File: src/rtl/mem_handshake_ram_if.sv
// Request/response bundle between the multicycle control unit and the RAM.
// The byte-access strobe is named byteMode because "byte" is a reserved word.
interface mem_handshake_ram_if;
    logic        memEnable;
    logic        RW;
    logic        byteMode;
    logic        unSign;
    logic [31:0] address;
    logic [31:0] dataIn;
    logic [31:0] dataOut;
    logic        MOC;

    modport master (
        output memEnable, RW, byteMode, unSign, address, dataIn,
        input  dataOut, MOC
    );

    modport slave (
        input  memEnable, RW, byteMode, unSign, address, dataIn,
        output dataOut, MOC
    );
endinterface

File: src/rtl/mem_handshake_ram.sv
// Big-endian byte-addressable RAM with a fixed access latency and a MOC handshake.
// Storage is four byte lanes, where lane k holds byte k (MSB first) of each word.
module mem_handshake_ram #(
    parameter int DEPTH   = 512,
    parameter int LATENCY = 2
) (
    input  logic              clk,
    input  logic              reset,
    mem_handshake_ram_if.slave bus
);
    localparam int AW = $clog2(DEPTH);
    localparam int IW = (AW > 2) ? AW - 2 : 1;
    localparam int CW = (LATENCY > 1) ? $clog2(LATENCY) : 1;
    localparam logic [CW-1:0] CNT_LOAD = CW'(LATENCY - 1);

    typedef enum logic [1:0] {IDLE, BUSY, DONE} state_t;

    state_t        state_reg, state_next;
    logic [CW-1:0] cnt_reg;
    logic [AW-1:0] addr_reg;
    logic [31:0]   data_reg;
    logic          rw_reg;
    logic          byte_reg;
    logic          unsign_reg;
    logic [31:0]   dout_reg;

    logic          accept;
    logic          access;
    logic [IW-1:0] idx;
    logic [1:0]    lane;
    logic [7:0]    rd_lane [4];
    logic [7:0]    rd_byte;
    logic [31:0]   rd_value;

    assign accept = (state_reg == IDLE) && bus.memEnable;
    assign access = (state_reg == BUSY) && (cnt_reg == '0);
    assign lane   = addr_reg[1:0];

    generate
        if (AW > 2) begin : g_idx
            assign idx = addr_reg[AW-1:2];
        end else begin : g_idx_single
            assign idx = '0;
        end
    endgenerate

    // One byte-wide array per lane; writes happen only on the completing edge.
    generate
        for (genvar gi = 0; gi < 4; gi++) begin : g_lane
            logic [7:0] bank [DEPTH/4];
            logic       we;
            logic [7:0] wdata;

            assign we    = access && rw_reg && (!byte_reg || (lane == 2'(gi)));
            assign wdata = byte_reg ? data_reg[7:0] : data_reg[31-8*gi -: 8];

            always_ff @(posedge clk) begin
                if (we) begin
                    bank[idx] <= wdata;
                end
            end

            assign rd_lane[gi] = bank[idx];
        end
    endgenerate

    always_comb begin
        rd_byte = rd_lane[lane];
        if (!byte_reg) begin
            rd_value = {rd_lane[0], rd_lane[1], rd_lane[2], rd_lane[3]};
        end else if (unsign_reg) begin
            rd_value = {24'h0, rd_byte};
        end else begin
            rd_value = {{24{rd_byte[7]}}, rd_byte};
        end
    end

    // State register
    always_ff @(posedge clk or negedge reset) begin
        if (!reset) begin
            state_reg <= IDLE;
        end else begin
            state_reg <= state_next;
        end
    end

    // Next-state logic
    always_comb begin
        state_next = state_reg;
        case (state_reg)
            IDLE:    if (bus.memEnable) state_next = BUSY;
            BUSY:    if (cnt_reg == '0) state_next = DONE;
            DONE:    if (!bus.memEnable) state_next = IDLE;
            default: state_next = IDLE;
        endcase
    end

    // Output logic: MOC is a decode of the registered state, so it is glitch-free
    always_comb begin
        bus.MOC     = (state_reg == DONE);
        bus.dataOut = dout_reg;
    end

    // Request latch, latency counter and read-data register
    always_ff @(posedge clk or negedge reset) begin
        if (!reset) begin
            cnt_reg    <= '0;
            addr_reg   <= '0;
            data_reg   <= '0;
            rw_reg     <= 1'b0;
            byte_reg   <= 1'b0;
            unsign_reg <= 1'b0;
            dout_reg   <= '0;
        end else begin
            if (accept) begin
                addr_reg   <= bus.address[AW-1:0];
                data_reg   <= bus.dataIn;
                rw_reg     <= bus.RW;
                byte_reg   <= bus.byteMode;
                unsign_reg <= bus.unSign;
                cnt_reg    <= CNT_LOAD;
            end else if ((state_reg == BUSY) && (cnt_reg != '0)) begin
                cnt_reg <= cnt_reg - 1'b1;
            end
            if (access && !rw_reg) begin
                dout_reg <= rd_value;
            end
        end
    end
endmodule

File: src/flat_wrapper.sv
// flat-port wrapper written by rule: the top's interface ports become plain ports
module mem_handshake_ram_flat 
#(
    parameter int DEPTH   = 512,
    parameter int LATENCY = 2
)
  (clk, reset, bus_memEnable, bus_RW, bus_byteMode, bus_unSign, bus_address, bus_dataIn, bus_dataOut, bus_MOC);
  mem_handshake_ram_if bus_i ();
  input  logic clk;
  input  logic reset;
  input wire logic [$bits(bus_i.memEnable)-1:0] bus_memEnable;
  input wire logic [$bits(bus_i.RW)-1:0] bus_RW;
  input wire logic [$bits(bus_i.byteMode)-1:0] bus_byteMode;
  input wire logic [$bits(bus_i.unSign)-1:0] bus_unSign;
  input wire logic [$bits(bus_i.address)-1:0] bus_address;
  input wire logic [$bits(bus_i.dataIn)-1:0] bus_dataIn;
  output wire logic [$bits(bus_i.dataOut)-1:0] bus_dataOut;
  output wire logic [$bits(bus_i.MOC)-1:0] bus_MOC;
  assign bus_i.memEnable = bus_memEnable;
  assign bus_i.RW = bus_RW;
  assign bus_i.byteMode = bus_byteMode;
  assign bus_i.unSign = bus_unSign;
  assign bus_i.address = bus_address;
  assign bus_i.dataIn = bus_dataIn;
  assign bus_dataOut = bus_i.dataOut;
  assign bus_MOC = bus_i.MOC;
  mem_handshake_ram #(.DEPTH(DEPTH), .LATENCY(LATENCY)) u_core (.clk(clk), .reset(reset), .bus(bus_i));
endmodule
File: config.mk
export PLATFORM = sky130hd
export DESIGN_NAME = mem_handshake_ram_flat
export DESIGN_NICKNAME = d
export VERILOG_FILES = /design/src/rtl/mem_handshake_ram_if.sv /design/src/rtl/mem_handshake_ram.sv /design/src/flat_wrapper.sv
export SDC_FILE = /design/constraint.sdc
export NUM_CORES = 2
export LEC_CHECK = 0
export ABC_AREA = 0
export CAP_MARGIN = 20
export CORE_ASPECT_RATIO = 1.5
export CORE_MARGIN = 2
export CORE_UTILIZATION = 30
export CTS_CLUSTER_DIAMETER = 80
export DETAILED_ROUTE_END_ITERATION = 10
export GPL_ROUTABILITY_DRIVEN = 0
export HOLD_SLACK_MARGIN = 0.15
export MAX_ROUTING_LAYER = met4
export PLACE_DENSITY = 0.5
export SYNTH_ARGS = -nofsm -noshare
export SYNTH_HDL_FRONTEND = slang
export SYNTH_SLANG_ARGS = --single-unit
File: constraint.sdc
create_clock -name clk -period 7.65 [get_ports clk]
set_input_delay 1.1475 -clock clk [delete_from_list [all_inputs] [get_ports clk]]
set_output_delay 1.1475 -clock clk [all_outputs]
set_load 0.02 [all_outputs]
==> results.py <==
metrics = {
    "power_and_ir_drop": {
        "leakagePower_nw": 57.42,
        "power_frac_clock_pct": 24.5,
        "p_sw_share_pct": 39.83,
        "p_int_w": 0.04759,
        "peakVddDrop_v": 0.0003958,
        "combPwrFrac_pct": 36.6,
        "power_switching_w": 0.03151,
        "pwr-share-seq_pct": 38.9,
        "power.density_nw_per_um2": 422.3,
    },
    "setup_path": {
        "cp.arrival_ns": 6.95,
        "critPathLaunchType": "flip-flop",
        "cp.depth": 10,
        "crit_type": "reg2reg",
        "crit_required_ns": 8.50,
        "end_kind": "flip-flop",
        "slowest_delay_ns": 0.98,
        "critPathTopFamily": "simple AND/OR/NAND/NOR gates",
        "critPathBufInv": 2,
        "cp_cell_sequence": "buf_4 > and3b_4 > buf_12 > a2111oi_0 > a31oi_1 > a21oi_1 > nor4b_1 > nand4_1 > mux2i_1 > o211ai_1",
        "cp_slowest_cell": "dfrtp_4",
        "worstRegToRegCells": 10,
        "cp_max_fo": 40,
    },
    "clock_tree": {
        "clk_latency_ns": 1.00,
        "cts_buffers": 367,
        "cts_max_path_buffers": 4,
        "root_buffer": "clkbuf_16",
        "cts_sinks": 4175,
        "cts_tree": "done",
        "clkSlewWorstSetupHoldPaths_ns": 0.07,
        "cts_resized": 0,
        "h-tree-depth": 5,
    },
    "routing": {
        "drtIter0Drc": 15960,
        "routedWlPerCell_um": 39.96,
        "first_pass_iters": 8,
        "via_per_inst": 5.782,
        "ant_nets": 0,
        "drcViolationCount": 0,
        "wl_um": 692400,
        "dr_total_vias": 100200,
    },
    "final_layout": {
        "layout_common_cells": "edfxtp_1 (4096), nor2_1 (687), buf_4 (467), nand2_1 (444), mux2i_1 (436)",
        "fin_area_um2": 187300,
        "final_common_cell": "edfxtp_1",
        "largest_reg_flops": 4096,
        "regArea_um2": 125000,
        "area_delta_synth_final_pct": 15.18,
        "multi_input_area_um2": 34930,
        "final_nets": 9823,
        "postLayoutCoreUtil_pct": 34.63,
        "final_cells": 17330,
        "nFillCells": 51210,
        "drive_above_1_share_pct": 17.31,
    },
    "synthesis": {
        "synth-edff-count": 4096,
        "ys.flop_type": "edfxtp_1",
        "ys_async_sr_fraction_pct": 1.892,
        "synth_fp_nets": 9529,
        "ys_ff_latch": 4175,
        "synth_seq_area_share_pct": 76.86,
        "syn_area_um2": 162600,
        "synthCells": 9459,
        "post_synth_num_cell_types": 85,
        "postSynthAreaPerCell_um2": 17.19,
        "yosys_warnings": 0,
    },
    "floorplanning": {
        "die_y_um": 905.7,
        "num_rows": 331,
        "die_area_um2": 548000,
        "ioPinCount": 103,
        "coreArea_um2": 540900,
        "die_x_um": 605.1,
        "initial_utilization_pct": 30.06,
    },
    "worst_hold_path": {
        "min_path_type": "reg2reg",
        "min_path_cells": 1,
    },
    "timing": {
        "post-route-period-util_pct": 79.75,
        "hold_viol": 0,
        "tns_ns": 0,
        "min_period_ns": 6.101,
        "skew_ns": 0.06630,
        "drv_slew": 0,
        "fmax_mhz": 163.9,
        "whs_ns": 0.5161,
        "setup_viol": 0,
        "slew_headroom_pct": 4.707,
        "rsz0062_at_grt": "false",
        "worstMarginPinSlew_ns": 1.426,
    },
    "grt": {
        "grt_overflow": 0,
        "grt_pass1_vias": 94540,
        "grt_usage_pct": 25.30,
        "grt_max_degree": 116,
        "grt_antenna_before_repair": 98,
        "grt_pass1_wl_um": 904400,
    },
    "placed_design": {
        "dpl.hpwl_um": 447300,
        "placed_cell_area_um2": 174500,
        "port-buffer-count": 79,
        "dp_cells": 16520,
    },
    "outcome": {
        "status": "finished, final reports clean",
    },
    "flow_run": {
        "maxCapViolCount": 0,
    },
}
==> final timing paths <==
check,start,to,slack (ns)
worst max-delay path,u_core.addr_reg[4]$_DFFE_PN0P_,u_core.bus.dataOut[3]$_DFFE_PN0P_,1.55
worst min-delay path,u_core.unsign_reg$_DFFE_PN0P_,u_core.unsign_reg$_DFFE_PN0P_,0.52
worst max register to register,u_core.addr_reg[4]$_DFFE_PN0P_,u_core.bus.dataOut[3]$_DFFE_PN0P_,1.55
worst min register to register,u_core.unsign_reg$_DFFE_PN0P_,u_core.unsign_reg$_DFFE_PN0P_,0.52
max in group asynchronous,reset,u_core.addr_reg[3]$_DFFE_PN0P_,5.43
min in group asynchronous,reset,u_core.data_reg[3]$_DFFE_PN0P_,0.68
==> power by group through the flow <==
| stage | Clock (W) | Sequential (W) | Combinational (W) |
|---|---|---|---|
| after floorplan | 0 | 0.0323 | 0.0128 |
| after global placement | 0 | 0.0312 | 0.0278 |
| after detailed placement | 0 | 0.0312 | 0.0282 |
| after CTS | 0.0195 | 0.0307 | 0.0282 |
| after global routing | 0.0203 | 0.0307 | 0.0291 |
| final | 0.0194 | 0.0308 | 0.0290 |
==> synth_stat cells, types with 15 or more instances <==
cell       instances  share of area (%)
nor4_1            24              0.092
and2_1            15              0.058
nor3_1            16              0.049
a211oi_1          28               0.13
a221o_1          107               0.66
o211ai_1          61               0.28
clkbuf_1         300               0.69
nand2_1          454                1.0
mux2_2           344                2.4
edfxtp_1        4096                 76
nand3_1           41               0.13
buf_1            115               0.27
nand4_1           36               0.14
a2111oi_0         23               0.12
inv_1             38              0.088
a221oi_1         373                2.0
mux4_2           149                2.1
a222oi_1          33               0.20
nand4b_1          16              0.086
or2_2             26               0.10
o22a_1            34               0.18
o2bb2ai_1         86               0.46
a31oi_1           75               0.29
a21oi_1          228               0.70
o21ai_0          222               0.68
mux2i_1          436                2.7
a22oi_1          431                2.0
a22o_1           112               0.60
nor2_1           703                1.6
o2111ai_1         19               0.10
o22ai_1           55               0.21
buf_4             65               0.30
buf_2            207               0.64
dfrtp_1           79                1.2
o221ai_1          58               0.31
a41oi_1           21               0.11
nand2b_1          80               0.31
==> what timing repair did <==
item / CTS / global route
endpoints found under the hold margin: 30 / 0
hold buffers: 1 / 0
setup buffers: 0 / 0
==> stage by stage <==
step	power, W	setup slack [ns]
2_1_floorplan	0.04517	0.6809
3_3_place_gp	0.05897	1.890
3_5_place_dp	0.05936	1.965
4_1_cts	0.07843	1.913
5_1_grt	0.08002	1.805
6_report	0.07910	1.549
==> per-layer routing <==
layer	vias up	global-route usage (%)	wire length [um]
li1	39090	-	-
met1	52770	28.81	240500
met2	6763	37.66	314000
met3	1572	5.422	66970
met4	0	22.32	70950
met5	-	-	0
==> layout make-up <==
type,instances,share of cell area (%)
Clock inverter,223,1.292
Tap cell,7159,4.783
Multi-Input combinational cell,4548,18.65
Clock buffer,445,5.194
Sequential cell,4175,66.76
Antenna cell,119,0.1590
Inverter,43,0.09820
Timing Repair Buffer,618,3.068
==> cells by family after synthesis <==
logic type | synth area share, %
compound gates | 9.842
buf+inv | 2.036
flops | 76.86
mux | 7.137
simple gates | 4.127
(Power assumes the default switching activity.)
